===== config.mk =====
export PLATFORM = sky130hd
export DESIGN_NAME = motor_drive_flat
export DESIGN_NICKNAME = d
export VERILOG_FILES = /design/src/rtl/motor_pkg.sv /design/src/rtl/motor_drive_if.sv /design/src/rtl/motor_channel.sv /design/src/rtl/motor_drive.sv /design/src/flat_wrapper.sv
export SDC_FILE = /design/constraint.sdc
export NUM_CORES = 1
export LEC_CHECK = 0
export BUFFER_PORTS_ARGS = -buffer_cell sky130_fd_sc_hd__buf_2
export CORE_ASPECT_RATIO = 2
export CORE_MARGIN = 4
export CORE_UTILIZATION = 40
export CTS_BUF_LIST = sky130_fd_sc_hd__clkbuf_4
export CTS_CLUSTER_DIAMETER = 150
export CTS_CLUSTER_SIZE = 14
export DETAILED_ROUTE_END_ITERATION = 7
export SKIP_CTS_REPAIR_TIMING = 1
export SLEW_MARGIN = 20
export SYNTH_ARGS = -nofsm -noshare
export SYNTH_HDL_FRONTEND = slang
export SYNTH_SLANG_ARGS = --single-unit

===== constraint.sdc =====
create_clock -name clk -period 5.9 [get_ports clk]
set_input_delay 1.18 -clock clk [delete_from_list [all_inputs] [get_ports clk]]
set_output_delay 1.18 -clock clk [all_outputs]
set_load 0.01 [all_outputs]

===== src/rtl/motor_pkg.sv =====
// motor_pkg: shared constants, types and the steering-code decode for motor_drive.
package motor_pkg;

  // Steering codes {side[1:0], severity[1:0]}
  localparam logic [3:0] DIR_PROCEED      = 4'b0000;
  localparam logic [3:0] DIR_VEER_RIGHT   = 4'b1001;
  localparam logic [3:0] DIR_HARD_RIGHT   = 4'b1010;
  localparam logic [3:0] DIR_NINETY_RIGHT = 4'b1011;
  localparam logic [3:0] DIR_VEER_LEFT    = 4'b0101;
  localparam logic [3:0] DIR_HARD_LEFT    = 4'b0110;
  localparam logic [3:0] DIR_NINETY_LEFT  = 4'b0111;
  localparam logic [3:0] DIR_STOP         = 4'b1111;

  localparam logic [7:0] DUTY_FULL  = 8'd255;
  localparam logic [7:0] DUTY_VEER  = 8'd192;
  localparam logic [7:0] DUTY_HARD  = 8'd64;
  localparam logic [7:0] DUTY_PIVOT = 8'd128;

  // H-bridge {in1,in2}
  localparam logic [1:0] BR_FWD   = 2'b10;
  localparam logic [1:0] BR_REV   = 2'b01;
  localparam logic [1:0] BR_COAST = 2'b00;
  localparam logic [1:0] BR_BRAKE = 2'b11;

  typedef enum logic {CH_RUN, CH_DEAD} ch_state_t;

  // pol: 1 = bridge forward, 0 = bridge reverse (absolute, after Direction)
  typedef struct packed {
    logic [7:0] duty;
    logic       pol;
    logic       brake;
  } wheel_tgt_t;

  typedef struct packed {
    wheel_tgt_t left;
    wheel_tgt_t right;
  } drive_tgt_t;

  // Decode a steering code into per-wheel targets; travel BACKWARDS inverts both wheels.
  function automatic drive_tgt_t decode_dir(input logic [3:0] code, input logic fwd);
    drive_tgt_t t;
    t.left  = '{duty: 8'd0, pol: 1'b1, brake: 1'b0};
    t.right = '{duty: 8'd0, pol: 1'b1, brake: 1'b0};
    case (code)
      DIR_PROCEED:      begin t.left.duty = DUTY_FULL;  t.right.duty = DUTY_FULL;  end
      DIR_VEER_RIGHT:   begin t.left.duty = DUTY_FULL;  t.right.duty = DUTY_VEER;  end
      DIR_HARD_RIGHT:   begin t.left.duty = DUTY_FULL;  t.right.duty = DUTY_HARD;  end
      DIR_NINETY_RIGHT: begin t.left.duty = DUTY_PIVOT; t.right.duty = DUTY_PIVOT; t.right.pol = 1'b0; end
      DIR_VEER_LEFT:    begin t.left.duty = DUTY_VEER;  t.right.duty = DUTY_FULL;  end
      DIR_HARD_LEFT:    begin t.left.duty = DUTY_HARD;  t.right.duty = DUTY_FULL;  end
      DIR_NINETY_LEFT:  begin t.left.duty = DUTY_PIVOT; t.right.duty = DUTY_PIVOT; t.left.pol = 1'b0; end
      default:          begin t.left.brake = 1'b1; t.right.brake = 1'b1; end
    endcase
    t.left.pol  = t.left.pol  ~^ fwd;
    t.right.pol = t.right.pol ~^ fwd;
    return t;
  endfunction

endpackage


===== src/rtl/motor_drive_if.sv =====
// motor_drive_if: steering inputs, motor pins and debug taps of motor_drive.
// All signals are level-sampled on every clk; there is no valid/ready handshake.
interface motor_drive_if;
  logic [3:0] DIR;
  logic       Direction;
  logic       left_pwm;
  logic [1:0] left_dir;
  logic       right_pwm;
  logic [1:0] right_dir;
  logic       idle;
  // debug taps: PWM period tick, applied duty and channel state (1 = DEAD)
  logic       dbg_tick;
  logic [7:0] dbg_left_applied;
  logic [7:0] dbg_right_applied;
  logic       dbg_left_state;
  logic       dbg_right_state;

  modport master (
    output DIR, Direction,
    input  left_pwm, left_dir, right_pwm, right_dir, idle,
    input  dbg_tick, dbg_left_applied, dbg_right_applied, dbg_left_state, dbg_right_state
  );

  modport slave (
    input  DIR, Direction,
    output left_pwm, left_dir, right_pwm, right_dir, idle,
    output dbg_tick, dbg_left_applied, dbg_right_applied, dbg_left_state, dbg_right_state
  );
endinterface


===== src/rtl/motor_channel.sv =====
// motor_channel: one wheel's duty ramp, reversal dead time, PWM and bridge drive.
// MOTOR_DRIVE_RAMP_EN defined: duty slews by RAMP_STEP per tick; otherwise it jumps.
module motor_channel
  import motor_pkg::*;
#(
  parameter int RAMP_STEP        = 4,
  parameter int DEADTIME_PERIODS = 4
) (
  input  logic       clk,
  input  logic       reset,
  input  logic [7:0] tgt_duty,
  input  logic       tgt_pol,
  input  logic       tgt_brake,
  input  logic       tick,
  input  logic [7:0] cnt,
  output logic       pwm,
  output logic [1:0] dir,
  output logic       busy,
  output logic [7:0] applied,
  output ch_state_t  state
);

`ifdef MOTOR_DRIVE_RAMP_EN
  localparam logic [7:0] STEP = 8'(RAMP_STEP);
`else
  // a step of 255 covers any difference, so applied lands on the target in one tick
  localparam logic [7:0] STEP = 8'(RAMP_STEP) | 8'hFF;
`endif
  localparam logic [15:0] DT_LAST = 16'(DEADTIME_PERIODS - 1);

  logic        pol;
  logic [15:0] dt_cnt;
  logic        differs;
  logic [7:0]  eff, diff, step_amt, stepped;
  ch_state_t   nxt_state;
  logic [7:0]  nxt_applied;
  logic        nxt_pol;
  logic [15:0] nxt_dt;
  logic [1:0]  nxt_dir;

  // Next-state: ramp toward the effective target, park in DEAD before a reversal.
  always_comb begin
    // a brake target has no polarity of its own, so it never forces a reversal
    differs  = !tgt_brake && (tgt_pol != pol);
    eff      = differs ? 8'd0 : tgt_duty;
    diff     = (applied < eff) ? (eff - applied) : (applied - eff);
    step_amt = (diff < STEP) ? diff : STEP;
    stepped  = (applied < eff) ? (applied + step_amt) : (applied - step_amt);

    nxt_state   = state;
    nxt_applied = applied;
    nxt_pol     = pol;
    nxt_dt      = dt_cnt;
    if (tick) begin
      case (state)
        CH_RUN: begin
          if (applied == 8'd0 && differs) begin
            nxt_state = CH_DEAD;
            nxt_dt    = 16'd0;
          end else begin
            nxt_applied = stepped;
          end
        end
        CH_DEAD: begin
          nxt_applied = 8'd0;
          if (dt_cnt == DT_LAST) begin
            nxt_state = CH_RUN;
            nxt_pol   = tgt_pol;
            nxt_dt    = 16'd0;
          end else begin
            nxt_dt = dt_cnt + 16'd1;
          end
        end
        default: nxt_state = CH_RUN;
      endcase
    end

    if (nxt_state == CH_DEAD)                    nxt_dir = BR_COAST;
    else if (tgt_brake && nxt_applied == 8'd0)   nxt_dir = BR_BRAKE;
    else                                         nxt_dir = nxt_pol ? BR_FWD : BR_REV;
  end

  // Channel FSM state and registered pin outputs.
  always_ff @(posedge clk) begin
    if (reset) begin
      state   <= CH_RUN;
      applied <= 8'd0;
      pol     <= 1'b1;
      dt_cnt  <= 16'd0;
      dir     <= BR_COAST;
      pwm     <= 1'b0;
    end else begin
      state   <= nxt_state;
      applied <= nxt_applied;
      pol     <= nxt_pol;
      dt_cnt  <= nxt_dt;
      dir     <= nxt_dir;
      pwm     <= (cnt < applied);
    end
  end

  assign busy = (state == CH_DEAD) || (applied != 8'd0);

endmodule


===== src/rtl/motor_drive.sv =====
// motor_drive: steering code + travel direction to two wheel PWM/bridge channels.
// MOTOR_DRIVE_RAMP_EN selects slew-limited duty inside motor_channel.
module motor_drive
  import motor_pkg::*;
#(
  parameter int PWM_PRESCALE     = 195,
  parameter int RAMP_STEP        = 4,
  parameter int DEADTIME_PERIODS = 4
) (
  input  logic          clk,
  input  logic          reset,
  motor_drive_if.slave  bus
);

  logic [15:0] pre;
  logic [7:0]  cnt;
  logic        wrap, tick;
  logic [3:0]  dir_q;
  logic        direction_q;
  drive_tgt_t  tgt_q;
  logic        l_busy, r_busy;
  ch_state_t   l_state, r_state;

  assign wrap = (pre == 16'(PWM_PRESCALE - 1));
  assign tick = wrap && (cnt == 8'hFF);

  // Timebase: prescaler paces the 8-bit slot counter.
  always_ff @(posedge clk) begin
    if (reset) begin
      pre <= 16'd0;
      cnt <= 8'd0;
    end else if (wrap) begin
      pre <= 16'd0;
      cnt <= cnt + 8'd1;
    end else begin
      pre <= pre + 16'd1;
    end
  end

  // Register the raw inputs, then the decoded per-wheel targets.
  always_ff @(posedge clk) begin
    if (reset) begin
      dir_q       <= DIR_STOP;
      direction_q <= 1'b1;
      tgt_q       <= decode_dir(DIR_STOP, 1'b1);
    end else begin
      dir_q       <= bus.DIR;
      direction_q <= bus.Direction;
      tgt_q       <= decode_dir(dir_q, direction_q);
    end
  end

  // Idle once both wheels are at zero duty and out of dead time.
  always_ff @(posedge clk) begin
    if (reset) bus.idle <= 1'b0;
    else       bus.idle <= !l_busy && !r_busy;
  end

  motor_channel #(.RAMP_STEP(RAMP_STEP), .DEADTIME_PERIODS(DEADTIME_PERIODS)) u_left (
    .clk(clk), .reset(reset),
    .tgt_duty(tgt_q.left.duty), .tgt_pol(tgt_q.left.pol), .tgt_brake(tgt_q.left.brake),
    .tick(tick), .cnt(cnt),
    .pwm(bus.left_pwm), .dir(bus.left_dir), .busy(l_busy),
    .applied(bus.dbg_left_applied), .state(l_state)
  );

  motor_channel #(.RAMP_STEP(RAMP_STEP), .DEADTIME_PERIODS(DEADTIME_PERIODS)) u_right (
    .clk(clk), .reset(reset),
    .tgt_duty(tgt_q.right.duty), .tgt_pol(tgt_q.right.pol), .tgt_brake(tgt_q.right.brake),
    .tick(tick), .cnt(cnt),
    .pwm(bus.right_pwm), .dir(bus.right_dir), .busy(r_busy),
    .applied(bus.dbg_right_applied), .state(r_state)
  );

  assign bus.dbg_tick        = tick;
  assign bus.dbg_left_state  = (l_state == CH_DEAD);
  assign bus.dbg_right_state = (r_state == CH_DEAD);

endmodule


===== src/flat_wrapper.sv =====
// flat-port wrapper written by rule: the top's interface ports become plain ports
module motor_drive_flat import motor_pkg::*;
#(
  parameter int PWM_PRESCALE     = 195,
  parameter int RAMP_STEP        = 4,
  parameter int DEADTIME_PERIODS = 4
)
  (clk, reset, bus_DIR, bus_Direction, bus_left_pwm, bus_left_dir, bus_right_pwm, bus_right_dir, bus_idle, bus_dbg_tick, bus_dbg_left_applied, bus_dbg_right_applied, bus_dbg_left_state, bus_dbg_right_state);
  motor_drive_if bus_i ();
  input  logic clk;
  input  logic reset;
  input wire logic [$bits(bus_i.DIR)-1:0] bus_DIR;
  input wire logic [$bits(bus_i.Direction)-1:0] bus_Direction;
  output wire logic [$bits(bus_i.left_pwm)-1:0] bus_left_pwm;
  output wire logic [$bits(bus_i.left_dir)-1:0] bus_left_dir;
  output wire logic [$bits(bus_i.right_pwm)-1:0] bus_right_pwm;
  output wire logic [$bits(bus_i.right_dir)-1:0] bus_right_dir;
  output wire logic [$bits(bus_i.idle)-1:0] bus_idle;
  output wire logic [$bits(bus_i.dbg_tick)-1:0] bus_dbg_tick;
  output wire logic [$bits(bus_i.dbg_left_applied)-1:0] bus_dbg_left_applied;
  output wire logic [$bits(bus_i.dbg_right_applied)-1:0] bus_dbg_right_applied;
  output wire logic [$bits(bus_i.dbg_left_state)-1:0] bus_dbg_left_state;
  output wire logic [$bits(bus_i.dbg_right_state)-1:0] bus_dbg_right_state;
  assign bus_i.DIR = bus_DIR;
  assign bus_i.Direction = bus_Direction;
  assign bus_left_pwm = bus_i.left_pwm;
  assign bus_left_dir = bus_i.left_dir;
  assign bus_right_pwm = bus_i.right_pwm;
  assign bus_right_dir = bus_i.right_dir;
  assign bus_idle = bus_i.idle;
  assign bus_dbg_tick = bus_i.dbg_tick;
  assign bus_dbg_left_applied = bus_i.dbg_left_applied;
  assign bus_dbg_right_applied = bus_i.dbg_right_applied;
  assign bus_dbg_left_state = bus_i.dbg_left_state;
  assign bus_dbg_right_state = bus_i.dbg_right_state;
  motor_drive #(.PWM_PRESCALE(PWM_PRESCALE), .RAMP_STEP(RAMP_STEP), .DEADTIME_PERIODS(DEADTIME_PERIODS)) u_core (.clk(clk), .reset(reset), .bus(bus_i));
endmodule

-- After elaboration in Yosys (flattened, before gate mapping)
Cells that the tools add are included.
- flip-flop bits (word level): 107
- input bits: 7
- output and inout bits: 26
- add/sub/neg operators: 12
- magnitude comparators: 6
- equality and inequality tests: 14
- mux-type cells: 45
- bitwise gates (word level): 4
- reduce and logical (&&, ||, !) cells: 29
- operators by type and width (operator ; number):
    two-way mux 8 bit ; 12
    two-way mux 16 bit ; 4
    one-hot mux 16 bit (2 select lines) ; 2
    one-hot mux 8 bit (4 select lines) ; 2
    adder 16 x 1 -> 16 bit (second input constant) ; 3
    subtractor 8 bit ; 6
    == test 16 x 2 -> 1 bit (second input constant) ; 2
    logical NOT 8 bit ; 4
    < comparator 8 bit ; 4
    one-hot mux 8 bit (2 select lines) ; 2
    two-way mux 1 bit ; 17
    adder 8 bit ; 2
    == test 16 x 8 -> 1 bit (second input constant) ; 1
    < comparator 8 bit (second input constant) ; 2
    nonzero test 8 bit ; 2
    == test 4 x 3 -> 1 bit (second input constant) ; 3
    == test 4 bit (second input constant) ; 3
    adder 8 x 1 -> 8 bit (second input constant) ; 1
    == test 8 bit (second input constant) ; 1
    logical AND 1 bit ; 8
    two-way mux 2 bit ; 4
    OR reduction 2 bit ; 4
    OR reduction 7 bit ; 1
    OR reduction 3 bit ; 2
    9 further kinds ; 18

-- Logic depth before layout (Yosys ltp)
- depth after elaboration: 15
- gate-level depth with buffers: 24

-- Modules after synthesis
From an unflattened synthesis, not the netlist that was laid out.
- cells, all modules: 881
- area, all modules: 7155.6 sq um
- by module, submodules not included (module ; times used ; cells each ; area an instance (sq um) ; seq. area each (sq um)):
    motor_channel (u_core.u_left) ; 1 ; 346 ; 2751.4 ; 580.6
    motor_channel (u_core.u_right) ; 1 ; 346 ; 2728.9 ; 580.6
    motor_drive ; 1 ; 189 ; 1675.4 ; 780.7

-- Least setup slack after synthesis
No wires, ideal clock.
- path type: flip-flop to flip-flop
- from: reg u_core.u_left.pol
- to: reg u_core.u_left.dir[1]
- library setup time: 125 ps
- data arrival time: 4866 ps
- required time: 5775 ps
- slack: 909 ps
- cell stages (with the launch flop): 23
- path buffers: 1
- clock period less this slack: 4991 ps
- cell sequence: dfxtp_1 xnor2_1 o21a_1 inv_1 ha_1 a21o_1 a21o_1 a221oi_2 buf_4 mux2i_1 ha_1 mux2i_1 ha_1 nor2b_1 o21ai_0 a21oi_1 o41ai_1 xnor2_1 xnor2_1 xor2_1 or4_1 a21oi_2 o22ai_1
- cells in the longest elaborated chain, start to end: 15
- elaborated cells between the ends (all ways): 27
- classes of those cells: add/sub: 4; order compare: 2; eq/ne: 1; mux: 15; reduce/logical: 5
- ends and longest elaborated chain (what ; line ; source):
    start, declared ; motor_channel.sv:31 ; logic pol;
    start signal, assigned ; motor_channel.sv:95 ; pol <= nxt_pol;
    inequality test 1 bit ; motor_channel.sv:44 ; differs = !tgt_brake && (tgt_pol != pol);
    logical AND 1 bit ; motor_channel.sv:44 ;
    two-way mux 8 bit ; motor_channel.sv:45 ; eff = differs ? 8'd0 : tgt_duty;
    subtractor 8 bit or < comparator 8 bit (tied branches) ; motor_channel.sv:46, motor_channel.sv:48 ;
    two-way mux 8 bit ; motor_channel.sv:46 ; diff = (applied < eff) ? (eff - applied) : (applied - eff);
    < comparator 8 bit ; motor_channel.sv:47 ; step_amt = (diff < STEP) ? diff : STEP;
    two-way mux 8 bit ; motor_channel.sv:47 ;
    subtractor 8 bit or adder 8 bit (tied branches) ; motor_channel.sv:48 ; stepped = (applied < eff) ? (applied + step_amt) : (applied - step_amt);
    two-way mux 8 bit ; motor_channel.sv:48 ;
    two-way mux 8 bit ; motor_channel.sv:57 ; if (applied == 8'd0 && differs) begin
    one-hot mux 8 bit (2 select lines) ; motor_channel.sv:55 ; case (state)
    two-way mux 8 bit ; motor_channel.sv:54 ; if (tick) begin
    logical NOT 8 bit ; motor_channel.sv:79 ; else if (tgt_brake && nxt_applied == 8'd0) nxt_dir = BR_BRAKE;
    logical AND 1 bit ; motor_channel.sv:79 ;
    two-way mux 2 bit ; motor_channel.sv:79 ;
    end signal, assigned ; motor_channel.sv:97 ; dir <= nxt_dir;
    end, declared ; motor_channel.sv:17 ; output logic [1:0] dir,
Several ways; a longest one is shown, not always the timed one.
A chain may end at the register's enable or synchronous reset.

-- Worst setup path after layout
Same ends and word-level chain as after synthesis.

==> results_tabular.tex <==
\begin{tabular}{lr}
\hline
Metric & Value \\
\hline
\multicolumn{2}{l}{\textbf{Outcome}} \\
\quad Outcome & completed \\
\multicolumn{2}{l}{\textbf{Setup path}} \\
\quad Cell chain of the critical path & xnor2\_1 -> o21a\_1 -> inv\_1 -> ha\_1 -> a21o\_1 -> a21o\_1 -> a221oi\_2 -> buf\_4 -> mux2i\_1 -> xnor2\_1 -> nand3\_2 -> o21a\_1 -> xnor2\_1 -> ha\_1 -> o41ai\_1 -> xnor2\_1 -> xnor2\_1 -> xor2\_1 -> or4\_1 -> a21oi\_2 -> o22ai\_1 \\
\quad Worst endpoint data arrival time & 5.82 ns \\
\quad Critical path endpoint category & register \\
\quad CP max stage cell & sky130\_fd\_sc\_hd\_\_or4\_1 \\
\quad Kind of start point of the critical path & register \\
\quad Buffers \& Inverters on Critical Path & 2 \\
\quad CP Data Required Time & 6.27 ns \\
\quad Kind of cell adding the most delay to the critical path & compound AO/OA/AOI/OAI gates \\
\quad Worst setup path category & register to register \\
\quad Cell occurring most often along the worst timing path & sky130\_fd\_sc\_hd\_\_xnor2\_1 \\
\quad Maximum cell stage delay along the critical path & 0.45 ns \\
\quad Worst Path Max Fanout & 13 \\
\multicolumn{2}{l}{\textbf{Yosys}} \\
\quad Average cell area after synthesis & 8.09 um2 \\
\quad Synthesized Nets & 884 \\
\quad \#FFs+latches synth & 97 \\
\quad Number of distinct library cells after synthesis & 67 \\
\quad Yosys warnings & 0 \\
\quad Count of flip-flops with a built-in enable after synthesis & 0 \\
\quad Area share of the leading cell type in the synthesized netlist & 29.6\% \\
\quad Most area-hungry cell type in the Yosys netlist & sky130\_fd\_sc\_hd\_\_dfxtp\_1 \\
\quad Cell Area, Synth & 6570 um2 \\
\quad Top cells by area in the synthesized netlist & sky130\_fd\_sc\_hd\_\_dfxtp\_1 30\%, sky130\_fd\_sc\_hd\_\_ha\_1 12\%, sky130\_fd\_sc\_hd\_\_xor2\_1 6.1\% \\
\quad Cell count after synthesis & 812 \\
\quad Async set-or-reset flop fraction in the synthesized netlist & 0\% \\
\quad Leading register cell type out of synthesis & sky130\_fd\_sc\_hd\_\_dfxtp\_1 \\
\quad Post-synthesis sequential area ratio & 29.6\% \\
\multicolumn{2}{l}{\textbf{Clock tree}} \\
\quad CTS Buffer Depth & 2 \\
\quad CTS tree & yes \\
\quad Total number of clock tree sinks & 97 \\
\quad Number of H-tree levels & 3 \\
\quad Clk Tree Root Cell & sky130\_fd\_sc\_hd\_\_clkbuf\_4 \\
\quad Clock insertion delay at the later pin of the skew report & 0.47 ns \\
\quad Total clock buffers created by CTS & 9 \\
\quad Clock input transition at the sequential cells of the worst setup and hold paths & 0.17 ns \\
\multicolumn{2}{l}{\textbf{Routing}} \\
\quad Detail-routed net length per standard cell & 16.8 um \\
\quad Via/cell ratio & 5.53 \\
\quad Met1 wire length & 6.33 mm \\
\quad Vias after detailed routing & 5806 \\
\quad Met2 wire len & 9.61 mm \\
\quad DR iter-0 viols & 229 \\
\quad Post-route ant nets & 0 \\
\quad Drc violations & 0 \\
\quad Detailed Routing Iterations Pass 1 & 4 \\
\quad Sum of met3 wire segment lengths after detailed routing & 481 um \\
\quad Detailed Route WL & 17.7 mm \\
\quad Highest routed metal layer & met4 \\
\multicolumn{2}{l}{\textbf{STA}} \\
\quad Post-route clock period utilization & 92.4\% \\
\quad Final-report hold violation count & 0 \\
\quad Final critical-path required period & 5.45 ns \\
\quad Max-slew violation total from the final report & 0 \\
\quad Transition time at the pin with the least slew margin & 1.11 ns \\
\quad Clock tree skew after final layout & 0.0248 ns \\
\quad RSZ-0062 raised after global routing & false \\
\quad Final setup violation count & 0 \\
\quad Slew Limit Headroom & 25.6\% \\
\quad Fmax & 183 MHz \\
\quad Setup Total Neg Slack & 0 ns \\
\multicolumn{2}{l}{\textbf{Floorplan}} \\
\quad Core footprint & 16200 um2 \\
\quad Area enclosed by the die boundary & 18700 um2 \\
\quad Horizontal die dimension & 98.6 um \\
\quad IO Pins & 33 \\
\quad Height of the die & 189 um \\
\quad Row Count & 66 \\
\quad Starting density of the core & 40.6\% \\
\multicolumn{2}{l}{\textbf{Power}} \\
\quad Sequential share of power & 47.5\% \\
\quad Largest vdd supply drop & 0.0951 mV \\
\quad P\_int & 0.987 mW \\
\quad NetSw & 0.432 mW \\
\quad Switching Share & 30.4\% \\
\quad Power density cells & 199 nW/um2 \\
\quad Total power draw & 1.42 mW \\
\quad Part of the total power dissipated in the clock network & 30.2\% \\
\quad Static Leakage & 2.85 nW \\
\quad Logic gate share of total power & 22.3\% \\
\multicolumn{2}{l}{\textbf{Global route}} \\
\quad Global-route congestion overflow total & 0 \\
\quad Maximum number of pins on one net before global-route repair & 57 \\
\quad Global-route usage over all layers & 19.4\% \\
\quad Via count of the first global-routing pass & 6059 \\
\quad Wire length of the first global-routing pass & 29.1 mm \\
\quad Antenna violations before repair & 1 \\
\multicolumn{2}{l}{\textbf{Placement}} \\
\quad Global placement routability congestion & 0.947 \\
\quad Detail Placement HPWL & 14.0 mm \\
\quad Cell Count Post-Placement & 1029 \\
\quad Input/output buffers & 32 \\
\multicolumn{2}{l}{\textbf{Cells and area}} \\
\quad Most used cells in the layout excluding fill and tap cells & 107 x sky130\_fd\_sc\_hd\_\_nor2\_1, 97 x sky130\_fd\_sc\_hd\_\_dfxtp\_1, 61 x sky130\_fd\_sc\_hd\_\_ha\_1 \\
\quad Fraction of layout cells with a size suffix above 1 & 9.60\% \\
\quad Final std cells w/o fill & 1049 \\
\quad Final net count & 911 \\
\quad Commonest non-fill, non-tap cell in the layout & sky130\_fd\_sc\_hd\_\_nor2\_1 \\
\quad Layout Area Growth over Synthesis & 8.63\% \\
\quad Final core utilization & 44.1\% \\
\multicolumn{2}{l}{\textbf{Flow run}} \\
\quad Number of max-capacitance violations reported & 0 \\
\multicolumn{2}{l}{\textbf{Hold path}} \\
\quad Tightest Hold Check Type & register to register \\
\hline
\end{tabular}
==> stage by stage <==
step                cell area (um2)  worst slack, ns  hold WS (ns)
finish                         7140            0.448         0.504
global route                   7140           0.0182         0.551
CTS                            7100            0.335         0.508
detailed placement             6920            0.394         0.468
global placement               6920            0.444         0.462
floorplan                      6570            0.909         0.441
==> final cells by class <==
type / count / area [um2]
clock inverter: 7 / 113
sequential: 97 / 1940
clock buffer: 9 / 67.6
fill: 1704 / 9050
tap: 204 / 255
inverter: 42 / 161
multi-input combinational: 648 / 4370
timing repair buffer: 41 / 228
antenna: 1 / 2.50
==> per-layer routing <==
layer	GRT usage [%]	vias to the layer above
met5	0	-
met4	13.9	0
met2	37.0	139
met3	2.77	73
li1	-	2887
met1	18.4	2707
==> flip-flops by register name, summed over array words and instances (netlist names), 2 cells and up <==
signal,count
u_core.u_right.dt_cnt,16
u_core.u_left.dt_cnt,16
u_core.dir_q,4
u_core.u_left.applied,8
u_core.tgt_q,9
u_core.pre,16
u_core.u_right.applied,8
u_core.u_left.dir,2
u_core.u_right.dir,2
u_core.cnt,8
==> final timing paths <==
path                            slack (ns)  cells after the start         startpoint                    to
worst max-delay path                  0.45                     21  u_core.u_left.pol  u_core.u_left.dir[1]
worst min-delay path                  0.50                      1      u_core.pre[0]         u_core.pre[0]
worst max register to register        0.45                     21  u_core.u_left.pol  u_core.u_left.dir[1]
worst min register to register        0.50                      1      u_core.pre[0]         u_core.pre[0]
==> cell families (layout without fill, tap and decap cells) <==
kind of cell	after synthesis	after routing	synth area share [%]
simple gates	321	321	23.9
buf+inv	67	99	4.11
other cells	0	1	0
compound gates	168	168	16.6
fa+ha+maj	65	65	12.8
mux	12	12	1.85
flops	97	97	29.6
xor+xnor	82	82	11.2
==> power by group through the flow <==
stage	clock (mW)	sequential, mW	combinational, mW
after CTS	0.446	0.674	0.313
after global placement	0	0.688	0.311
after floorplan	0	0.685	0.247
after detailed placement	0	0.688	0.311
after global routing	0.469	0.676	0.347
final	0.428	0.674	0.316
==> cells in the mapped netlist (5+ instances only) <==
cell type and instances:
sky130_fd_sc_hd__a21o_1 15, sky130_fd_sc_hd__a21oi_1 55, sky130_fd_sc_hd__a22oi_1 11, sky130_fd_sc_hd__a31oi_1 5, sky130_fd_sc_hd__and3_1 12, sky130_fd_sc_hd__and4_1 6, sky130_fd_sc_hd__clkbuf_1 18, sky130_fd_sc_hd__dfxtp_1 97
sky130_fd_sc_hd__ha_1 61, sky130_fd_sc_hd__inv_1 42, sky130_fd_sc_hd__mux2i_1 11, sky130_fd_sc_hd__nand2_1 60, sky130_fd_sc_hd__nand2b_1 16, sky130_fd_sc_hd__nand3_1 30, sky130_fd_sc_hd__nand4_1 13, sky130_fd_sc_hd__nor2_1 107
sky130_fd_sc_hd__nor2b_1 14, sky130_fd_sc_hd__nor3_1 21, sky130_fd_sc_hd__nor4_1 7, sky130_fd_sc_hd__o21ai_0 35, sky130_fd_sc_hd__or2_2 9, sky130_fd_sc_hd__or3_1 10, sky130_fd_sc_hd__xnor2_1 34, sky130_fd_sc_hd__xor2_1 46
Power figures use the tool's default switching activity.
